==> config.mk <==
export PLATFORM = sky130hd
export DESIGN_NAME = instruction_decode_pipe
export DESIGN_NICKNAME = d
export VERILOG_FILES = /design/src/rtl/instruction_decode_pipe.sv
export SDC_FILE = /design/constraint.sdc
export NUM_CORES = 1
export LEC_CHECK = 0
export ABC_AREA = 1
export CORE_MARGIN = 2
export CORE_UTILIZATION = 40
export DETAILED_ROUTE_END_ITERATION = 10
export PLACE_DENSITY = 0.69
export SLEW_MARGIN = 5
export SYNTH_ARGS = -nofsm -noshare
export SYNTH_HDL_FRONTEND = slang
export SYNTH_SLANG_ARGS = --single-unit
==> constraint.sdc <==
create_clock -name clk -period 4.17 [get_ports clk]
set_input_delay 0.417 -clock clk [delete_from_list [all_inputs] [get_ports clk]]
set_output_delay 0.417 -clock clk [all_outputs]
set_load 0.05 [all_outputs]
==> src/rtl/instruction_decode_pipe.sv <==
// Purpose: single-stage instruction decode with register read, writeback bypass and load-use interlock.
// Latency: one cycle from instruction_if to the *_id outputs; reg*_index_rf and stall_if are combinational.
// Backpressure: stall_ex freezes the output register and raises stall_if; a load-use hazard inserts one bubble.
//
// Ports:
//   clk, rst_n                        clock, synchronous active-low reset
//   valid_if, instruction_if          fetched instruction {opcode, rd, rs1, rs2}
//   next_program_counter_if           PC+1 of the fetched instruction
//   branch_prediction_bp              taken prediction from the branch predictor
//   reg1/2_index_rf, reg1/2_data_rf   register-file read ports
//   wb_we, wb_index, wb_data          same-cycle writeback, bypassed into the read data
//   stall_ex, flush_id                downstream hold / discard the decode stage
//   stall_if                          fetch must hold its current instruction
//   *_id                              registered decode results
module instruction_decode_pipe #(
   parameter int  DATA_W    = 16,
   parameter int  REG_IDX_W = 4,
   localparam int INSTR_W   = 4 + 3*REG_IDX_W
) (
   input  logic                 clk,
   input  logic                 rst_n,
   input  logic                 valid_if,
   input  logic [INSTR_W-1:0]   instruction_if,
   input  logic [DATA_W-1:0]    next_program_counter_if,
   input  logic                 branch_prediction_bp,
   output logic [REG_IDX_W-1:0] reg1_index_rf,
   output logic [REG_IDX_W-1:0] reg2_index_rf,
   input  logic [DATA_W-1:0]    reg1_data_rf,
   input  logic [DATA_W-1:0]    reg2_data_rf,
   input  logic                 wb_we,
   input  logic [REG_IDX_W-1:0] wb_index,
   input  logic [DATA_W-1:0]    wb_data,
   input  logic                 stall_ex,
   input  logic                 flush_id,
   output logic                 stall_if,
   output logic                 valid_id,
   output logic [3:0]           opcode_id,
   output logic [5:0]           control_id,
   output logic [DATA_W-1:0]    reg1_data_id,
   output logic [DATA_W-1:0]    reg2_data_id,
   output logic [DATA_W-1:0]    immediate_id,
   output logic [DATA_W-1:0]    target_address_id,
   output logic [DATA_W-1:0]    next_program_counter_id,
   output logic [REG_IDX_W-1:0] dest_reg_index_id,
   output logic                 branch_prediction_id,
   output logic                 illegal_id,
   output logic [15:0]          hazard_count_id
);

   localparam int R = REG_IDX_W;

   localparam logic [3:0] OP_ADDI  = 4'h8;
   localparam logic [3:0] OP_LOAD  = 4'h9;
   localparam logic [3:0] OP_STORE = 4'hA;
   localparam logic [3:0] OP_BEQ   = 4'hB;
   localparam logic [3:0] OP_JUMP  = 4'hC;

   // control layout: {reg_write, mem_read, mem_write, branch, jump, alu_src_imm}
   localparam int CTRL_MEM_READ = 4;

   typedef struct packed {
      logic              vld;
      logic [3:0]        opc;
      logic [5:0]        ctrl;
      logic [DATA_W-1:0] r1;
      logic [DATA_W-1:0] r2;
      logic [DATA_W-1:0] imm;
      logic [DATA_W-1:0] tgt;
      logic [DATA_W-1:0] npc;
      logic [R-1:0]      dest;
      logic              bp;
      logic              ill;
   } dec_t;

   dec_t        dec;
   dec_t        q;
   logic [15:0] hcnt;

   logic [3:0]  opc;
   logic [R-1:0] rd, rs1, rs2;
   logic is_alu, is_addi, is_load, is_store, is_beq, is_jump, is_illegal;
   logic reads1, reads2, writes;
   logic [DATA_W-1:0] r1_val, r2_val, imm_short, imm_long;
   logic hazard;

   assign opc = instruction_if[INSTR_W-1 -: 4];
   assign rd  = instruction_if[3*R-1 -: R];
   assign rs1 = instruction_if[2*R-1 -: R];
   assign rs2 = instruction_if[R-1:0];

   assign is_alu     = (opc >= 4'h1) && (opc <= 4'h7);
   assign is_addi    = (opc == OP_ADDI);
   assign is_load    = (opc == OP_LOAD);
   assign is_store   = (opc == OP_STORE);
   assign is_beq     = (opc == OP_BEQ);
   assign is_jump    = (opc == OP_JUMP);
   assign is_illegal = (opc >= 4'hD);

   // STORE and BEQ carry their second source in the rd field.
   assign reads1 = is_alu | is_addi | is_load | is_store | is_beq;
   assign reads2 = is_alu | is_store | is_beq;
   assign writes = is_alu | is_addi | is_load;

   assign reg1_index_rf = rs1;
   assign reg2_index_rf = (is_store | is_beq) ? rd : rs2;

   // Register 0 reads as zero and is never bypassed.
   assign r1_val = (reg1_index_rf == '0) ? '0 :
                   (wb_we && (wb_index == reg1_index_rf)) ? wb_data : reg1_data_rf;
   assign r2_val = (reg2_index_rf == '0) ? '0 :
                   (wb_we && (wb_index == reg2_index_rf)) ? wb_data : reg2_data_rf;

   // Sign extension assumes DATA_W is wider than the 3-field jump offset.
   assign imm_short = {{(DATA_W-R){rs2[R-1]}}, rs2};
   assign imm_long  = {{(DATA_W-3*R){instruction_if[3*R-1]}}, instruction_if[3*R-1:0]};

   always_comb begin
      dec = '0;
      if (valid_if) begin
         dec.vld  = 1'b1;
         dec.opc  = opc;
         dec.r1   = r1_val;
         dec.r2   = r2_val;
         dec.npc  = next_program_counter_if;
         dec.bp   = branch_prediction_bp;
         dec.ill  = is_illegal;
         // Only register-writing opcodes name a destination; rd=0 stays 0.
         if (writes) begin
            dec.dest = rd;
         end
         if (is_addi | is_load | is_store | is_beq) begin
            dec.imm = imm_short;
         end else if (is_jump) begin
            dec.imm = imm_long;
         end
         if (is_beq | is_jump) begin
            dec.tgt = next_program_counter_if + dec.imm;
         end
         dec.ctrl = {writes && (rd != '0), is_load, is_store, is_beq, is_jump,
                     is_addi | is_load | is_store};
      end
   end

   // Load-use: the LOAD currently in the output register targets a source
   // the incoming instruction actually reads.
   assign hazard = valid_if && q.vld && q.ctrl[CTRL_MEM_READ] && (q.dest != '0) &&
                   ((reads1 && (rs1 == q.dest)) || (reads2 && (reg2_index_rf == q.dest)));

   always_comb begin
      stall_if = 1'b0;
      if (rst_n && !flush_id) begin
         stall_if = stall_ex | hazard;
      end
   end

   always_ff @(posedge clk) begin
      if (!rst_n) begin
         q    <= '0;
         hcnt <= '0;
      end else if (flush_id) begin
         q <= '0;
      end else if (stall_ex) begin
         q <= q;
      end else if (hazard) begin
         q <= '0;
         if (hcnt != 16'hFFFF) begin
            hcnt <= hcnt + 16'd1;
         end
      end else begin
         q <= dec;
      end
   end

   assign valid_id                = q.vld;
   assign opcode_id               = q.opc;
   assign control_id              = q.ctrl;
   assign reg1_data_id            = q.r1;
   assign reg2_data_id            = q.r2;
   assign immediate_id            = q.imm;
   assign target_address_id       = q.tgt;
   assign next_program_counter_id = q.npc;
   assign dest_reg_index_id       = q.dest;
   assign branch_prediction_id    = q.bp;
   assign illegal_id              = q.ill;
   assign hazard_count_id         = hcnt;

endmodule
* Word level (Yosys, flattened, before mapping)
Cells that the tools add are included.
Cells by class: add/sub/neg operators 2, multiply operators 0, divide/modulo/power cells 0, magnitude comparators 3, equal/unequal tests 10, shift operators 0, muxes and demuxes 13, bitwise gates (word level) 15, reductions and logical operators 19
Operators by type and width (number):
- 97-bit 2-to-1 mux | 2
- 16-bit 2-to-1 mux | 8
- 4-bit == test (second input constant) | 5
- 16-bit by 1-bit adder with 16-bit output (second input constant) | 1
- 16-bit adder | 1
- 4-bit == test | 4
- 16-bit != test (second input constant) | 1
- 1-bit OR | 12
- 1-bit logical AND | 11
- 4-bit zero test | 2
- 4-bit 2-to-1 mux | 2
- 4-bit nonzero test | 2
- 4-bit by 1-bit greater-or-equal comparator with 1-bit output (second input constant) | 1
- 4-bit greater-or-equal comparator (second input constant) | 1
- 4-bit by 3-bit <= comparator with 1-bit output (second input constant) | 1
- 4-bit AND reduction | 1
- 1-bit inverter | 3
- 2-bit OR reduction | 1
- 1-bit zero test | 1
- 1-bit logical OR | 1
- 1-bit 2-to-1 mux | 1
Word-level totals: bits in registers 113, latch bits 0, RAM bits 0, memory bits (read-only) 0, input port bits 91, output and inout port bits 122, word-level logic and storage cells 74, memories kept 0

* Logic depth before layout (Yosys ltp)
Gate-level depths: netlist of the first run.
depth after elaboration 11, mapped depth 21, mapped depth without buffers 20

* Least setup slack after synthesis of the first run
Ideal clock, no wire load.
kind input to output, start point input port instruction_if[15], end point output port stall_if, data arrival time 2479 ps, required time 3753 ps, slack 1274 ps, cell stages on the path 13, cell sequence buf_6 > nand3_4 > nand2_1 > nand2_2 > nand2_1 > nand2_1 > nor2_1 > nand3_1 > nand2_2 > nand2_4 > buf_12 > buf_6 > a21oi_1
Between the ends: elaborated cells on any way between the ends 22, classes of those cells order compare (2); eq/ne (5); mux (2); bitwise (8); reduce/logical (5)
RTL lines:
- start, declared | line 23 | input logic [INSTR_W-1:0] instruction_if,
- 4-bit == test, on equally long branches | line 94, 95
- 1-bit OR * | line 105 | assign reg2_index_rf = (is_store | is_beq) ? rd : rs2;
- 4-bit 2-to-1 mux * | line 105
- via reg2_index_rf[2] | line 27 | output logic [REG_IDX_W-1:0] reg2_index_rf,
- 4-bit == test * | line 147 | ((reads1 && (rs1 == q.dest)) || (reads2 && (reg2_index_rf == q.dest)));
- 1-bit logical AND * | line 147
- 1-bit logical OR * | line 147
- 1-bit logical AND * | line 146 | assign hazard = valid_if && q.vld && q.ctrl[CTRL_MEM_READ] && (q.dest != '0) &&
- 1-bit OR * | line 152 | stall_if = stall_ex | hazard;
- 1-bit 2-to-1 mux * | line 151 | if (rst_n && !flush_id) begin
- end, declared | line 35 | output logic stall_if,
Mark *: on every way through the listed nets, which the timed path passes. The rest lies on a longest branch.

* Final worst setup path of the first run
start point input port instruction_if[13], end point register q (netlist bit target_address_id[14])
Between the ends: longest elaborated chain between the ends 10, elaborated cells on any way between the ends 32, classes of those cells add/sub (1); order compare (2); eq/ne (6); mux (7); bitwise (11); reduce/logical (5)
RTL lines:
- 4-bit == test (tied with other cells) | line 92 | assign is_addi = (opc == OP_ADDI);
- 1-bit OR or 1-bit logical AND (tied branches) | line 131, 91
- 1-bit OR, on equally long branches (2 in series) | line 131, 100
- 16-bit 2-to-1 mux or 1-bit OR (tied branches) | line 131, 100
- 16-bit 2-to-1 mux or 1-bit OR (tied branches) | line 119, 100
- 16-bit adder or 1-bit logical AND (tied branches) | line 137, 147
- 16-bit 2-to-1 mux or 1-bit logical OR (tied branches) | line 136, 147
- 97-bit 2-to-1 mux or 1-bit logical AND (tied branches) | line 119, 146
- 97-bit 2-to-1 mux * | line 164 | end else if (hazard) begin
- end signal, assigned | line 163 | q <= q;
- end, declared | line 76 | dec_t q;
Mark *: on every way between the ends. The rest lies on a longest branch, timed or not. The select of a mux whose other input is x is not followed. A chain may end at the register's enable or synchronous reset.

==> run_results.csv, run 1 <==
group,metric,value,unit
status,status,"completed",
setup_path,critPathKind,"input port to register",
routing,detail_route.first_pass.iterations,5,
floorplan,start_util,0.411,
pwr,intPower,1.69,mW
layout,num_antenna_cells,0,
clocking,cts.htree.levels,3,
sta,slew_headroom,0.311,
sta,final_max_slew_viol_count,0,
routing,finalWirelength,24.2,mm
clocking,cts_root_buf,"clkbuf_16",
placement,portBuffers,212,
setup_path,rr_endpoint,"hazard_count_id[0]",
routing,ant_nets,0,
sta,min_period_over_period,0.827,
sta,period_needed,3450,ps
clocking,cts_resized,0,
grt,overflow,0,
routing,drt_iter0_drc,523,
pwr,p_leak,3.66,nW
floorplan,core_area,0.0167,sq mm
floorplan,rows,47,
synth,avgSynthCellArea,6.56,sq um
setup_path,reg2reg_from,"hazard_count_id[0]",
grt,use_met3,0.0379,
placement,gp_congestion,0.930,
synth,synth_cell_types,40,
grt,use_met1,0.331,
setup_path,crit_path_start,"instruction_if[13]",
setup_path,crit_slowest_cell,"clkdlybuf4s50_1",
setup_path,arrival,3720,ps
setup_path,path_cells,"clkdlybuf4s50_1 -> buf_4 -> nor2_1 -> nand3_1 -> inv_1 -> nor2_1 -> nor2_1 -> ha_1 -> inv_1 -> fa_1 -> inv_1 -> nand3_1 -> nand2_1 -> nand3_1 -> nand2_1 -> nand3_1 -> nand3b_1 -> nand3_1 -> nor2_1 -> nand3_1 -> a21oi_1",
pwr,power.switching,0.789,mW
run,maxCapViolCount,0,
sta,timing.setup.tns,0,ps
grt,antenna_found_initial,0,
sta,hold_viol,0,
clocking,cts_buffers,9,
sta,worst_pin_slew,1030,ps
grt,grt_first_pass_wirelength,37.7,mm
setup_path,cp.required,4440,ps
worst_hold_path,worstHoldPathType,"register to register",
layout,layout-drive-gt1-share,0.0437,
grt,grt.met2_usage,0.443,
clocking,postCtsHoldBufs,0,
placement,dp_hpwl,17.8,mm
sta,finClkSkew,13.4,ps
setup_path,reg2reg_slack,1750,ps
sta,fmaxAchievable,290,MHz
setup_path,critPathMaxStageDelay,400,ps
synth,synth_seq_cells,109,
pwr,p_clk_frac,0.348,
pwr,p_sw_frac,0.318,
grt,grt_max_degree,95,
clocking,tritoncts,"done",
setup_path,cp-end-kind,"register",
routing,vias,7691,
pwr,power,2.48,mW
routing,post-route-drc-count,0,
synth,async_flop_share,0,
synth,syn_area,0.00687,sq mm
floorplan,die_h,135,microns
clocking,clockBufferDepth,2,
routing,viasPerCell,5.37,
grt,busiest_layer,"met2",
clocking,post_cts_buffers,0,
synth,yosys_warnings,0,
layout,syn_to_final_growth,34.5,%
setup_path,start_kind,"input port",
setup_path,crit_fanout,12,
floorplan,die_area,0.0182,sq mm
clocking,cts.sinks,109,
grt,grt_pass1_vias,7121,
synth,yosysSeqAreaShare,0.318,
floorplan,die_width,135,microns
routing,wire_per_inst,16.9,microns
layout,fin_nets,1320,
pwr,peakVddDrop,0.000183,V
grt,globalRouteTotalUtil,0.259,
layout,fin_util,0.553,
floorplan,io_pins,213,
pwr,p_comb_frac,0.224,
clocking,clk_latency,360,ps
synth,synth_edf_count,0,
setup_path,reg2regPathDepth,9,
setup_path,crit_path_frequent_cell,"nand3_1",
pwr,p_per_area,269,mW/mm^2
synth,synthFlopType,"dfxtp_1",
setup_path,crit_end,"target_address_id[14]",
synth,netlist_instances,1047,
sta,setup_violations,0,
clocking,clk_pin_slew,80,ps
synth,synth_fp_nets,1159,
sta,grt_setup_unrepaired,"no",
pwr,seqPwrFrac,0.428,
## through the flow
step / setup slack [ps] / area (sq um) / hold WS [ps] / std cells
6_report: 720 / 9240 / 465 / 1433
5_1_grt: 397 / 9240 / 485 / 1433
4_1_cts: 717 / 9240 / 468 / 1433
3_5_place_dp: 358 / 8950 / 456 / 1417
3_3_place_gp: 378 / 8950 / 452 / 1417
2_1_floorplan: 1270 / 6870 / 584 / 1047
## power groups by stage
stage | logic [mW] | clock network, mW | registers [mW]
after global placement | 0.555 | 0 | 1.09
after detailed placement | 0.552 | 0 | 1.09
after global routing | 0.604 | 0.933 | 1.06
after CTS | 0.556 | 0.888 | 1.06
final | 0.557 | 0.864 | 1.06
after floorplan | 0.289 | 0 | 1.13
## registers in the layout, summed over array words and instances (netlist names)
signal	flops
reg2_data_id	16
immediate_id	12
illegal_id	1
next_program_counter_id	16
target_address_id	16
branch_prediction_id	1
hazard_count_id	16
reg1_data_id	16
dest_reg_index_id	4
valid_id	1
opcode_id	4
control_id	6
## cell families (layout without fill, tap and decap cells)
family | Yosys count | count (layout) | synth area share
flops | 109 | 109 | 0.318
compound gates | 162 | 162 | 0.122
xor+xnor | 18 | 18 | 0.0230
buf+inv | 188 | 354 | 0.123
simple gates | 549 | 549 | 0.375
fa+ha+maj | 21 | 21 | 0.0393
## cell usage in the layout, fill, tap and decap left out, drive strengths merged, types with 2 or more instances in the layout
cell / Yosys / layout
nand2: 247 / 247
clkdlybuf4s50: 0 / 209
a21oi: 124 / 124
inv: 113 / 117
dfxtp: 109 / 109
nand4: 90 / 90
nand3: 78 / 78
nor2: 76 / 76
nor3: 40 / 40
o21ai: 29 / 29
ha: 20 / 20
buf: 37 / 14
clkbuf: 36 / 11
xnor2: 9 / 9
xor2: 9 / 9
nor4: 8 / 8
nand3b: 5 / 5
o21bai: 3 / 3
or2: 3 / 3
o2111ai: 2 / 2
clkinv: 2 / 2
## critical path: cells and delay by family
kind	cells	cell delay, ps
buffers and inverters	5	910
adder cells (fa/ha/maj)	2	670
AND/OR/NAND/NOR	13	1590
AO/OA/AOI/OAI	1	130
## how the worst min path moves through the flow
stage	cells past startpoint	end	slack [ps]	start
after floorplan	2	branch_prediction_id	580	branch_prediction_bp
after global placement	2	next_program_counter_id[5]	450	next_program_counter_id[5]
after detailed placement	2	reg1_data_id[0]	460	reg1_data_id[0]
after CTS	2	opcode_id[0]	470	opcode_id[0]
after global routing	2	reg2_data_id[7]	490	reg2_data_id[7]
final	2	reg1_data_id[1]	470	reg1_data_id[1]
## cell type report
type | count | area [sq um]
tap | 220 | 275
inverter | 115 | 432
multi-input combinational | 750 | 3850
clock inverter | 5 | 47.5
timing repair buffer | 223 | 2210
clock buffer | 11 | 243
sequential | 109 | 2180
fill | 1678 | 7460
## per-layer routing
| layer | routed length (microns) | share of wire |
|---|---|---|
| met5 | 0 | 0 |
| met1 | 10400 | 0.43 |
| met3 | 1650 | 0.068 |
| met4 | 690 | 0.028 |
| met2 | 11500 | 0.47 |
## synthesized netlist by cell type, types with 2 or more instances
master,count,area share
ha_1,20,0.036
nor3_1,40,0.029
buf_1,9,0.0049
nand3_1,75,0.055
nand3b_1,5,0.0055
nand4_1,90,0.082
buf_4,9,0.0098
a21oi_1,124,0.090
inv_1,109,0.060
nand3_4,2,0.0051
nor4_1,7,0.0064
buf_2,7,0.0051
nand2_2,5,0.0046
o21bai_1,3,0.0033
inv_2,4,0.0022
nand2_4,2,0.0033
nor2_1,73,0.040
or2_2,3,0.0027
xor2_1,9,0.011
clkbuf_1,36,0.020
o2111ai_1,2,0.0026
o21ai_0,28,0.020
nand2_1,240,0.13
dfxtp_1,109,0.32
clkinv_1,2,0.0011
buf_6,11,0.018
nor2_4,2,0.0033
xnor2_1,9,0.011
(Power assumes the default switching activity.)
==> run 2: changes to the inputs <==
- clock period: 4.17 -> 3.2 ns (I/O delays scaled with it)
==> run_results.csv, run 2 (synthesis gave the netlist of run 1 again) <==
group,metric,value,unit
routing,detail_route.first_pass.iterations,5,
pwr,p_leak,3.81,nW
floorplan,rows,47,
placement,portBuffers,212,
setup_path,reg2regPathDepth,9,
sta,grt_setup_unrepaired,"no",
floorplan,die_width,135,microns
layout,nFillCells,1672,
clocking,cts_root_buf,"clkbuf_16",
clocking,clk_latency,360,ps
setup_path,crit_slowest_cell,"clkdlybuf4s50_1",
sta,min_period_over_period,0.876,
layout,mostFrequentLayoutCell,"nand2_1",
routing,ant_nets,0,
run,maxCapViolCount,0,
sta,final_max_slew_viol_count,0,
routing,post-route-drc-count,0,
clocking,cts_buffers,9,
placement,gp_congestion,0.927,
sta,finClkSkew,13.5,ps
floorplan,start_util,0.411,
routing,viasPerCell,5.33,
clocking,cts.sinks,109,
layout,design_area,0.00948,sq mm
setup_path,cp-end-kind,"register",
status,status,"completed",
setup_path,critPathKind,"input port to register",
sta,setup_violations,0,
floorplan,core_area,0.0167,sq mm
clocking,postCtsHoldBufs,0,
grt,overflow,0,
setup_path,cp.required,3430,ps
grt,grt_pass1_vias,7137,
routing,wire_per_inst,16.6,microns
routing,drt_iter0_drc,433,
layout,fin_util,0.568,
clocking,cts.htree.levels,3,
clocking,post_cts_buffers,0,
sta,slew_headroom,0.336,
sta,hold_viol,0,
setup_path,path_cells,"clkdlybuf4s50_1 -> nor2_1 -> nand3_1 -> o21ai_0 -> inv_1 -> a21oi_1 -> ha_1 -> nand2_1 -> nor2_1 -> nor2_1 -> nand3_1 -> or2_2 -> nand3_1 -> nor2_1 -> nand3_1 -> a21oi_1",
grt,grt_first_pass_wirelength,37.5,mm
layout,final_cell_mix,"nand2_1 (239), clkdlybuf4s50_1 (209), a21oi_1 (124), dfxtp_1 (109), inv_1 (108)",
layout,fin_nets,1343,
floorplan,die_h,135,microns
clocking,clk_pin_slew,80,ps
grt,grt_max_degree,94,
floorplan,die_area,0.0182,sq mm
pwr,peakVddDrop,0.000266,V
setup_path,crit_fanout,7,
floorplan,io_pins,213,
grt,globalRouteTotalUtil,0.259,
routing,finalWirelength,24.2,mm
clocking,clockBufferDepth,2,
layout,syn_to_final_growth,38.0,%
routing,vias,7765,
pwr,p_per_area,352,mW/mm^2
worst_hold_path,hold_path_depth,5,
setup_path,start_kind,"input port",
placement,place_area,0.00916,sq mm
sta,worst_pin_slew,996,ps
sta,period_needed,2800,ps
placement,dp_hpwl,17.8,mm
layout,layout-drive-gt1-share,0.0623,
setup_path,arrival,3030,ps
sta,fmaxAchievable,357,MHz
clocking,cts_resized,0,
worst_hold_path,worstHoldPathType,"input port to register",
grt,antenna_found_initial,1,
setup_path,critPathMaxStageDelay,420,ps
clocking,tritoncts,"done",
sta,timing.setup.tns,0,ps
## run 2: power by group
part	total [mW]	leakage (nW)	switching (mW)	internal, mW
clock network	1.20	0.156	0.555	0.645
registers	1.38	0.881	0.0108	1.37
logic	0.754	2.77	0.464	0.290
## run 2: area by class of cell
type	count	area, sq um	share of cell area
multi-input cells	750	3850	0.407
repair buffers	246	2420	0.255
flip-flops and latches	109	2180	0.230
inverters	115	432	0.0455
well taps	220	275	0.0290
clock buffers	10	239	0.0252
clock inverters	6	76.3	0.00805
diodes	1	2.50	0.000264
## run 2: path summary, 6_finish.rpt
| check | from | to | slack, ps |
|---|---|---|---|
| worst max-delay path | instruction_if[13] | target_address_id[10] | 400 |
| worst min-delay path | stall_ex | hazard_count_id[12] | 460 |
| worst max register to register | hazard_count_id[0] | hazard_count_id[0] | 840 |
| worst min register to register | reg2_data_id[8] | reg2_data_id[8] | 460 |
## run 2: through the flow
| stage | hold slack, ps | power [mW] | worst slack [ps] | instances |
|---|---|---|---|---|
| 2_1_floorplan | 487 | 1.85 | 498 | 1047 |
| 3_3_place_gp | 453 | 2.16 | 55.6 | 1440 |
| 3_5_place_dp | 455 | 2.16 | 70.8 | 1440 |
| 4_1_cts | 445 | 3.37 | 400 | 1456 |
| 6_report | 465 | 3.34 | 397 | 1457 |
| 5_1_grt | 473 | 3.49 | 70.5 | 1457 |
## run 2: worst max-delay path: cells and delay by family
| kind | cells | cell delay [ps] |
|---|---|---|
| AO/OA/AOI/OAI | 3 | 450 |
| adder cells (fa/ha/maj) | 1 | 370 |
| buffers and inverters | 2 | 570 |
| AND/OR/NAND/NOR | 10 | 1320 |
## run 2: per-layer routing
metal	GRT usage	share of wire	vias to the layer above
met2	0.433	0.47	293
met3	0.0375	0.068	44
met4	0.109	0.032	0
met1	0.335	0.43	3553
li1	-	-	3875
met5	0	0	-
